$ cat src/rtl/csa_sbox_if.sv
// Handshake bundle for csa_sbox_engine: input transaction, result stream,
// flush and completed-block counter.
interface csa_sbox_if #(
    parameter int LANES = 4,
    parameter int CNT_W = 16
);
    logic                  flush;
    logic                  in_valid;
    logic                  in_ready;
    logic [36*LANES-1:0]   a_in;
    logic                  out_valid;
    logic                  out_ready;
    logic [14*LANES-1:0]   out_s;
    logic [CNT_W-1:0]      blk_cnt;

    modport master (
        output flush, in_valid, a_in, out_ready,
        input  in_ready, out_valid, out_s, blk_cnt
    );

    modport slave (
        input  flush, in_valid, a_in, out_ready,
        output in_ready, out_valid, out_s, blk_cnt
    );
endinterface

$ cat src/rtl/csa_sbox_engine.sv
// DVB-CSA stream-cipher S-box engine: evaluates s1..s7 for LANES 36-bit A
// states per transaction, either all lanes at once or through one shared bank.
module csa_sbox_engine #(
    parameter int LANES  = 4,
    parameter int SERIAL = 0,
    parameter int CNT_W  = 16
) (
    input  logic       clk,
    input  logic       rst,
    csa_sbox_if.slave  bus
);
    localparam int AW  = 36 * LANES;
    localparam int SW  = 14 * LANES;
    localparam int LCW = (LANES > 1) ? $clog2(LANES) : 1;

    // Stream-cipher S-box tables, entry 0 first.
    localparam int SB [7][32] = '{
        '{2,0,1,1,2,3,3,0, 3,2,2,0,1,1,0,3, 0,3,3,0,2,2,1,1, 2,2,0,3,1,1,3,0},
        '{3,1,0,2,2,3,3,0, 1,3,2,1,0,0,1,2, 3,1,0,3,3,2,0,2, 0,0,1,2,2,1,3,1},
        '{2,0,1,2,2,3,3,1, 1,1,0,3,3,0,2,0, 1,3,0,1,3,0,2,2, 2,0,1,2,0,3,3,1},
        '{3,1,2,3,0,2,1,2, 1,2,0,1,3,0,0,3, 1,0,3,1,2,3,0,3, 0,3,2,0,1,2,2,1},
        '{2,0,0,1,3,2,3,2, 0,1,3,3,1,0,2,1, 2,3,2,0,0,3,1,1, 1,0,3,2,3,1,0,2},
        '{0,1,2,3,1,2,2,0, 0,1,3,0,2,3,1,3, 2,3,0,2,3,0,1,1, 2,1,1,2,0,3,3,0},
        '{0,3,2,2,3,0,0,1, 3,0,1,3,1,2,2,1, 1,0,3,3,0,1,1,2, 2,3,1,0,2,3,0,2}
    };

    typedef enum logic [1:0] {IDLE, CALC, DONE} state_t;

    function automatic logic [1:0] lut(input int s, input logic [4:0] idx);
        return 2'(SB[s][idx]);
    endfunction

    // Nibble An of the A state sits at a[(n-1)*4 +: 4]; A1 bit 0 is unused.
    function automatic logic [13:0] sbox_bank(input logic [35:0] a);
        return {lut(6, {a[6],  a[8],  a[25], a[30], a[31]}),
                lut(5, {a[9],  a[13], a[16], a[26], a[35]}),
                lut(4, {a[18], a[15], a[20], a[29], a[34]}),
                lut(3, {a[11], a[1],  a[7],  a[14], a[28]}),
                lut(2, {a[3],  a[4],  a[17], a[19], a[22]}),
                lut(1, {a[5],  a[10], a[23], a[24], a[33]}),
                lut(0, {a[12], a[2],  a[21], a[27], a[32]})};
    endfunction

    state_t           state;
    logic [AW-1:0]    a_reg;
    logic [SW-1:0]    out_s_reg;
    logic [SW-1:0]    calc_s;
    logic [CNT_W-1:0] blk_cnt_reg;
    logic [LCW-1:0]   lane_cnt;
    logic             out_valid_reg;
    logic             in_ready;
    logic             accept;
    logic             last_lane;

    assign in_ready  = (state == IDLE) || (state == DONE && bus.out_ready);
    assign accept    = bus.in_valid && in_ready;
    assign last_lane = (SERIAL == 0) || (lane_cnt == LCW'(LANES - 1));

    if (SERIAL == 0) begin : g_par
        // NOTE: every always_comb output gets a default first so no latch is inferred.
        always_comb begin
            calc_s = '0;
            for (int i = 0; i < LANES; i++)
                calc_s[i*14 +: 14] = sbox_bank(a_reg[i*36 +: 36]);
        end
    end else begin : g_ser
        // Only the current lane's slot changes; earlier slots are carried through.
        always_comb begin
            calc_s = out_s_reg;
            calc_s[int'(lane_cnt)*14 +: 14] = sbox_bank(a_reg[int'(lane_cnt)*36 +: 36]);
        end
    end

    // NOTE: sequential state uses non-blocking assignments only, so every
    // register samples pre-edge values regardless of statement order.
    always_ff @(posedge clk or posedge rst) begin
        if (rst) begin
            // NOTE: the A register is a plain pipeline register, so it is
            // reset along with the rest rather than left as uninitialised storage.
            state         <= IDLE;
            a_reg         <= '0;
            out_s_reg     <= '0;
            out_valid_reg <= 1'b0;
            blk_cnt_reg   <= '0;
            lane_cnt      <= '0;
        end else if (bus.flush) begin
            state         <= IDLE;
            out_valid_reg <= 1'b0;
            lane_cnt      <= '0;
        end else begin
            if (state == DONE && bus.out_ready)
                blk_cnt_reg <= blk_cnt_reg + CNT_W'(1);
            case (state)
                IDLE: ;
                CALC: begin
                    out_s_reg <= calc_s;
                    if (last_lane) begin
                        state         <= DONE;
                        out_valid_reg <= 1'b1;
                        lane_cnt      <= '0;
                    end else begin
                        lane_cnt <= lane_cnt + LCW'(1);
                    end
                end
                DONE: if (bus.out_ready) begin
                    state         <= IDLE;
                    out_valid_reg <= 1'b0;
                end
                default: state <= IDLE;
            endcase
            // Acceptance overrides the DONE->IDLE exit for back-to-back blocks.
            if (accept) begin
                a_reg         <= bus.a_in;
                lane_cnt      <= '0;
                state         <= CALC;
                out_valid_reg <= 1'b0;
            end
        end
    end

    assign bus.in_ready  = in_ready;
    assign bus.out_valid = out_valid_reg;
    assign bus.out_s     = out_s_reg;
    assign bus.blk_cnt   = blk_cnt_reg;
endmodule
$ cat src/flat_wrapper.sv
// flat-port wrapper written by rule: the top's interface ports become plain ports
module csa_sbox_engine_flat 
#(
    parameter int LANES  = 4,
    parameter int SERIAL = 0,
    parameter int CNT_W  = 16
)
  (clk, rst, bus_flush, bus_in_valid, bus_a_in, bus_out_ready, bus_in_ready, bus_out_valid, bus_out_s, bus_blk_cnt);
  csa_sbox_if #(.LANES(LANES), .CNT_W(CNT_W)) bus_i ();
  input  logic clk;
  input  logic rst;
  input wire logic [$bits(bus_i.flush)-1:0] bus_flush;
  input wire logic [$bits(bus_i.in_valid)-1:0] bus_in_valid;
  input wire logic [$bits(bus_i.a_in)-1:0] bus_a_in;
  input wire logic [$bits(bus_i.out_ready)-1:0] bus_out_ready;
  output wire logic [$bits(bus_i.in_ready)-1:0] bus_in_ready;
  output wire logic [$bits(bus_i.out_valid)-1:0] bus_out_valid;
  output wire logic [$bits(bus_i.out_s)-1:0] bus_out_s;
  output wire logic [$bits(bus_i.blk_cnt)-1:0] bus_blk_cnt;
  assign bus_i.flush = bus_flush;
  assign bus_i.in_valid = bus_in_valid;
  assign bus_i.a_in = bus_a_in;
  assign bus_i.out_ready = bus_out_ready;
  assign bus_in_ready = bus_i.in_ready;
  assign bus_out_valid = bus_i.out_valid;
  assign bus_out_s = bus_i.out_s;
  assign bus_blk_cnt = bus_i.blk_cnt;
  csa_sbox_engine #(.LANES(LANES), .SERIAL(SERIAL), .CNT_W(CNT_W)) u_core (.clk(clk), .rst(rst), .bus(bus_i));
endmodule
$ cat config.mk
export PLATFORM = sky130hd
export DESIGN_NAME = csa_sbox_engine_flat
export DESIGN_NICKNAME = d
export VERILOG_FILES = /design/src/rtl/csa_sbox_if.sv /design/src/rtl/csa_sbox_engine.sv /design/src/flat_wrapper.sv
export SDC_FILE = /design/constraint.sdc
export NUM_CORES = 1
export LEC_CHECK = 0
export ABC_AREA = 1
export CAP_MARGIN = 20
export CORE_ASPECT_RATIO = 0.8
export CORE_MARGIN = 2
export CORE_UTILIZATION = 45
export CTS_BUF_LIST = sky130_fd_sc_hd__clkbuf_8
export DETAILED_ROUTE_END_ITERATION = 10
export DONT_BUFFER_PORTS = 1
export PLACE_DENSITY_LB_ADDON = 0.3
export SKIP_CTS_REPAIR_TIMING = 1
export SLEW_MARGIN = 0
export SYNTH_ARGS = -nofsm -noshare
export SYNTH_HDL_FRONTEND = slang
export SYNTH_SLANG_ARGS = --single-unit
$ cat constraint.sdc
create_clock -name clk -period 8.6 [get_ports clk]
set_input_delay 0.86 -clock clk [delete_from_list [all_inputs] [get_ports clk]]
set_output_delay 0.86 -clock clk [all_outputs]
set_load 0.005 [all_outputs]
### Word level (Yosys, flattened, before mapping)

Memory sizes are Yosys's and may differ from the RTL's. A register that Yosys moved wholly into a read port is not among the register bits.
Cells that the tools add are included.

| word-level totals | value |
|---|---|
| memories | 28 |
| register bits | 163 |
| bits in read-only memories | 28,672 |
| output and inout port bits | 74 |

| operators by class | value |
|---|---|
| bitwise operators | 29 |
| multiplexer cells | 8 |
| reductions and logical operators | 10 |
| eq/ne operators | 4 |
| add/subtract/negate cells | 1 |

Memories:

| name | depth | width | rd ports | clocked after Yosys merged registers in | write ports | RTL line | source |
|---|---|---|---|---|---|---|---|
| (name not given) | 32 | 32 | 1 | 1 | 0 | csa_sbox_engine.sv:30 | `return 2'(SB[s][idx]);` |
| (name not given) | 32 | 32 | 1 | 1 | 0 | csa_sbox_engine.sv:30 |  |
| (name not given) | 32 | 32 | 1 | 1 | 0 | csa_sbox_engine.sv:30 |  |
| (name not given) | 32 | 32 | 1 | 1 | 0 | csa_sbox_engine.sv:30 |  |
| (name not given) | 32 | 32 | 1 | 1 | 0 | csa_sbox_engine.sv:30 |  |
| (name not given) | 32 | 32 | 1 | 1 | 0 | csa_sbox_engine.sv:30 |  |
| +22 memories | n/a | n/a | n/a | n/a | n/a | n/a |  |

Operators with widths:

| cell | number |
|---|---|
| 5-bit inverter with 6-bit output | 28 |
| 16-bit by 1-bit adder with 16-bit output (second input constant) | 1 |
| 2-bit AND reduction | 5 |
| 2-bit 2-to-1 mux | 3 |
| 2-bit case mux with 3 select lines | 1 |
| 4-bit by 3-bit != test with 1-bit output (second input constant) | 1 |
| 4-bit nonzero test | 1 |
| 1-bit 2-to-1 mux | 3 |
| 3-bit by 2-bit != test with 1-bit output (second input constant) | 1 |
| 2-bit by 1-bit == test with 1-bit output (second input constant) | 1 |
| 2-bit == test (second input constant) | 1 |
| 1-bit logical AND | 2 |
| 2-bit zero test | 1 |
| 1-bit case mux with 2 select lines | 1 |
| 1-bit logical OR | 1 |
| 1-bit inverter | 1 |

### Logic depth before layout (Yosys ltp)

| logic depth | value |
|---|---|
| word-level depth | 6 |
| gate-level depth with buffers | 10 |
| depth with buffers taken out | 10 |

### Least setup slack after synthesis

Ideal clock, no wire load.

| timing | value |
|---|---|
| path type | input to output |
| start point | in bus_out_ready |
| end point | out bus_in_ready |
| buffers on the path | 0 |
| required time | 7,740 ps |
| stages | 2 |
| path slack | 6,717 ps |
| arrival | 1,023 ps |
| cell sequence | inv_2 a21oi_4 |

| on the way | value |
|---|---|
| word-level cells in the longest chain between the ends | 2 |

RTL lines:

| what | RTL line | source |
|---|---|---|
| start: declaration | flat_wrapper.sv:15 | `input wire logic [$bits(bus_i.out_ready)-1:0] bus_out_ready;` |
| 1-bit logical AND | csa_sbox_engine.sv:55 | `assign in_ready = (state == IDLE) \|\| (state == DONE && bus.out_ready);` |
| 1-bit logical OR | csa_sbox_engine.sv:55 |  |
| end: declaration | flat_wrapper.sv:16 | `output wire logic [$bits(bus_i.in_ready)-1:0] bus_in_ready;` |

No other way between the ends.

### Worst setup path after layout

| timing | value |
|---|---|
| start point | reg u_core.state[1] |
| end point | reg u_core.a_reg[6] |

| on the way | value |
|---|---|
| word-level cells in the longest chain between the ends | 5 |
| elaborated cells on any way between the ends | 6 |
| those cells by class | eq/ne: 1; reduce/logical: 5 |

RTL lines:

| what | RTL line | source |
|---|---|---|
| start: declaration | csa_sbox_engine.sv:44 | `state_t state;` |
| start signal: assignment | csa_sbox_engine.sv:80 | `state <= IDLE;` |
| start signal: assignment | csa_sbox_engine.sv:87 | `state <= IDLE;` |
| start signal: assignment | csa_sbox_engine.sv:98 | `state <= DONE;` |
| 2-bit == test | csa_sbox_engine.sv:55 |  |
| 1-bit logical AND | csa_sbox_engine.sv:55 |  |
| 1-bit logical OR (*) | csa_sbox_engine.sv:55 |  |
| via bus_in_ready | flat_wrapper.sv:16 |  |
| 1-bit logical AND (*) | csa_sbox_engine.sv:56 | `assign accept = bus.in_valid && in_ready;` |
| 2-bit AND reduction (no source line) (*) | n/a |  |
| end signal: assignment | csa_sbox_engine.sv:113 | `a_reg <= bus.a_in;` |
| end: declaration | csa_sbox_engine.sv:45 | `logic [AW-1:0] a_reg;` |

Mark *: on every way through the listed nets, which the timed path passes. The rest lies on a longest branch.
A chain may end at the register's enable or synchronous reset.

==> reports/metrics.yaml <==
clkLatencyLatePin_ns: 0.55
reg2reg_slack_ns: 5.50
gp_congestion: 0.878
cts_buffer_depth: 3
grt_pass1_vias: 10300
io_pins: 223
irDropWorstVdd_uv: 114
hold_slack_ns: 0.274
grt_pass1_wl_um: 50600
die_h_um: 157
synth_seq_cells: 215
max_clock_freq_ghz: 0.322
largest_reg_flops: 140
ant_nets: 0
firstDrtPassIters: 5
hold_violations: 0
rsz0062_at_grt: "no"
hpwl_um: 20800
routed_wl_um: 30400
yosysSeqAreaShare: 0.407
rows: 56
avgRoutedWirePerCell_um: 14.3
grt_max_degree: 175
status: "finished clean"
crit_start: "u_core.state[1]"
syn_inst: 1729
period_minus_slack_ns: 3.10
final.setup_skew_ns: 0.0246
fin_crit_sh: 0.361
critPathMaxFanout: 174
cts_buffers: 39
drv_cap: 0
slew_headroom: 0.271
r2r_end: "u_core.a_reg[6]"
cts_root_buffer: "clkbuf_8"
num_vias: 10900
core-area_mm2: 0.0291
layout.nets: 2007
reg2reg_from: "u_core.state[1]"
synth_warnings: 0
power_density_mw_per_mm2: 233
worst_pin_slew_ns: 1.09
cp-start-kind: "register"
p_leak_nw: 7.08
endpoint_kind: "register"
drive_gt1_frac: 0.0378
path_class: "register to register"
reg2reg_depth: 5
netlist_area_mm2: 0.0132
cts_sinks: 215
hp-class: "input pin to asynchronous set/reset pin"
h-tree-depth: 2
cts_tree: "done"
seqCellArea_mm2: 0.00538
drc: 0
antenna_found_initial: 0
port-buffer-count: 0
syn_avg_cell_area_um2: 7.65
die_area_mm2: 0.0308
slew_viol_final: 0
avgViaCountPerCell: 5.14
setup_viol_count_final: 0
worstPathArrival_ns: 3.48
drt_iter0_markers: 586
fin_setup_tns_ns: 0
fill_cells: 2859
grt_usage: 0.200
clkTransAtPathRegs_ns: 0.06
chipWidth_um: 196
globalRouteOverflowTotal: 0
antenna_cells: 0
multi_input_comb_area_mm2: 0.00682
synth.distinct_cells: 31
areaGrowthSynthToFinish_pct: 6.94
critPathRequiredTime_ns: 8.98
synth_fp_nets: 2015
start_util: 0.454
[metrics by stage]
stage / std cells / instance area [µm²] / setup WS (ns) / power (mW) / util
finish: 2122 / 14100 / 5.50 / 3.29 / 0.485
global route: 2122 / 14100 / 5.13 / 3.58 / 0.485
CTS: 2122 / 14100 / 5.45 / 3.33 / 0.485
detailed placement: 2057 / 13400 / 5.05 / 2.37 / 0.460
global placement: 2057 / 13400 / 5.14 / 2.33 / 0.460
floorplan: 1729 / 13200 / 1.86 / 2.15 / -
[metal layers]
| layer | global-route usage | share of wire |
|---|---|---|
| met1 | 0.264 | 0.47 |
| met5 | 0 | 0 |
| met2 | 0.315 | 0.43 |
| met3 | 0.0570 | 0.072 |
| met4 | 0.0696 | 0.028 |
[cells in the mapped netlist]
| library cell | instances | area [µm²] |
|---|---|---|
| nand3_2 | 2 | 20.0 |
| o21ai_1 | 39 | 195 |
| nor2_1 | 57 | 214 |
| clkbuf_2 | 1 | 5.00 |
| clkinv_1 | 2 | 7.51 |
| nand2_1 | 578 | 2170 |
| a2bb2oi_1 | 2 | 17.5 |
| a21oi_4 | 1 | 16.3 |
| buf_6 | 11 | 124 |
| buf_4 | 9 | 67.6 |
| a21oi_1 | 54 | 270 |
| o21ai_0 | 205 | 1030 |
| xor2_1 | 8 | 70.1 |
| buf_2 | 13 | 65.1 |
| clkbuf_1 | 19 | 71.3 |
| inv_2 | 4 | 15.0 |
| nor2_2 | 1 | 6.26 |
| o22ai_1 | 1 | 6.26 |
| xnor2_1 | 9 | 78.8 |
| ha_1 | 137 | 1710 |
| or2_2 | 8 | 50.1 |
| nand3_1 | 124 | 621 |
| nand4_1 | 7 | 43.8 |
| dfrtp_1 | 215 | 5380 |
| nor3_1 | 4 | 20.0 |
| o211ai_1 | 28 | 210 |
| nand3b_1 | 6 | 45.0 |
| inv_1 | 181 | 679 |
| a31oi_1 | 1 | 6.26 |
| o21a_1 | 1 | 7.51 |
| a21boi_0 | 1 | 7.51 |
[cell usage in the layout (no fill, tap or decap), drive strengths merged]
master	netlist	layout
bufinv	0	2
inv	185	205
clkbuf	20	43
nand2	578	578
o211ai	28	28
nor2	58	58
a2bb2oi	2	2
o22ai	1	1
or2	8	8
xor2	8	8
o21a	1	1
nor3	4	4
buf	33	4
ha	137	137
nand4	7	7
a21boi	1	1
dfrtp	215	215
xnor2	9	9
o21ai	244	244
nand3b	6	6
clkinv	2	2
a21oi	55	55
a31oi	1	1
nand3	126	126
[worst max path at each step]
stage / depth (start not counted) / slack, ns / end
finish: 5 / 5.50 / u_core.a_reg[6]
global route: 5 / 5.13 / u_core.a_reg[31]
CTS: 5 / 5.45 / u_core.a_reg[6]
detailed placement: 6 / 5.05 / u_core.a_reg[31]
global placement: 6 / 5.14 / u_core.a_reg[127]
floorplan: 1 / 1.86 / u_core.a_reg[100]
[cells by family after synthesis]
group	share of synthesized area
adders and majority gates	0.130
xor gates and xnor gates	0.0113
AOI/OAI and AO/OA	0.133
buffers and inverters	0.0782
and+or+nand+nor	0.241
DFF	0.407
[critical path, cell delays in order (launching register included)]
cell and delay, ns:
dfrtp_1 0.44, a21oi_4 0.21, nand3_2 0.38, inv_8 0.75, buf_4 0.79, o21ai_0 0.18
[power breakdown]
group,internal [mW],leakage [nW],switching [mW]
Combinational,0.330,3.97,0.515
Sequential,1.24,2.67,0.265
Clock,0.513,0.444,0.428
Total,2.08,7.08,1.21
[cell type report]
type,instances,area share
inverter,187,0.0507
multi-input combinational,1274,0.482
tap,377,0.0333
timing repair buffer,4,0.00212
clock inverter,22,0.00955
clock buffer,43,0.0418
sequential,215,0.380
Note: power is estimated with default switching activity, not from simulation.
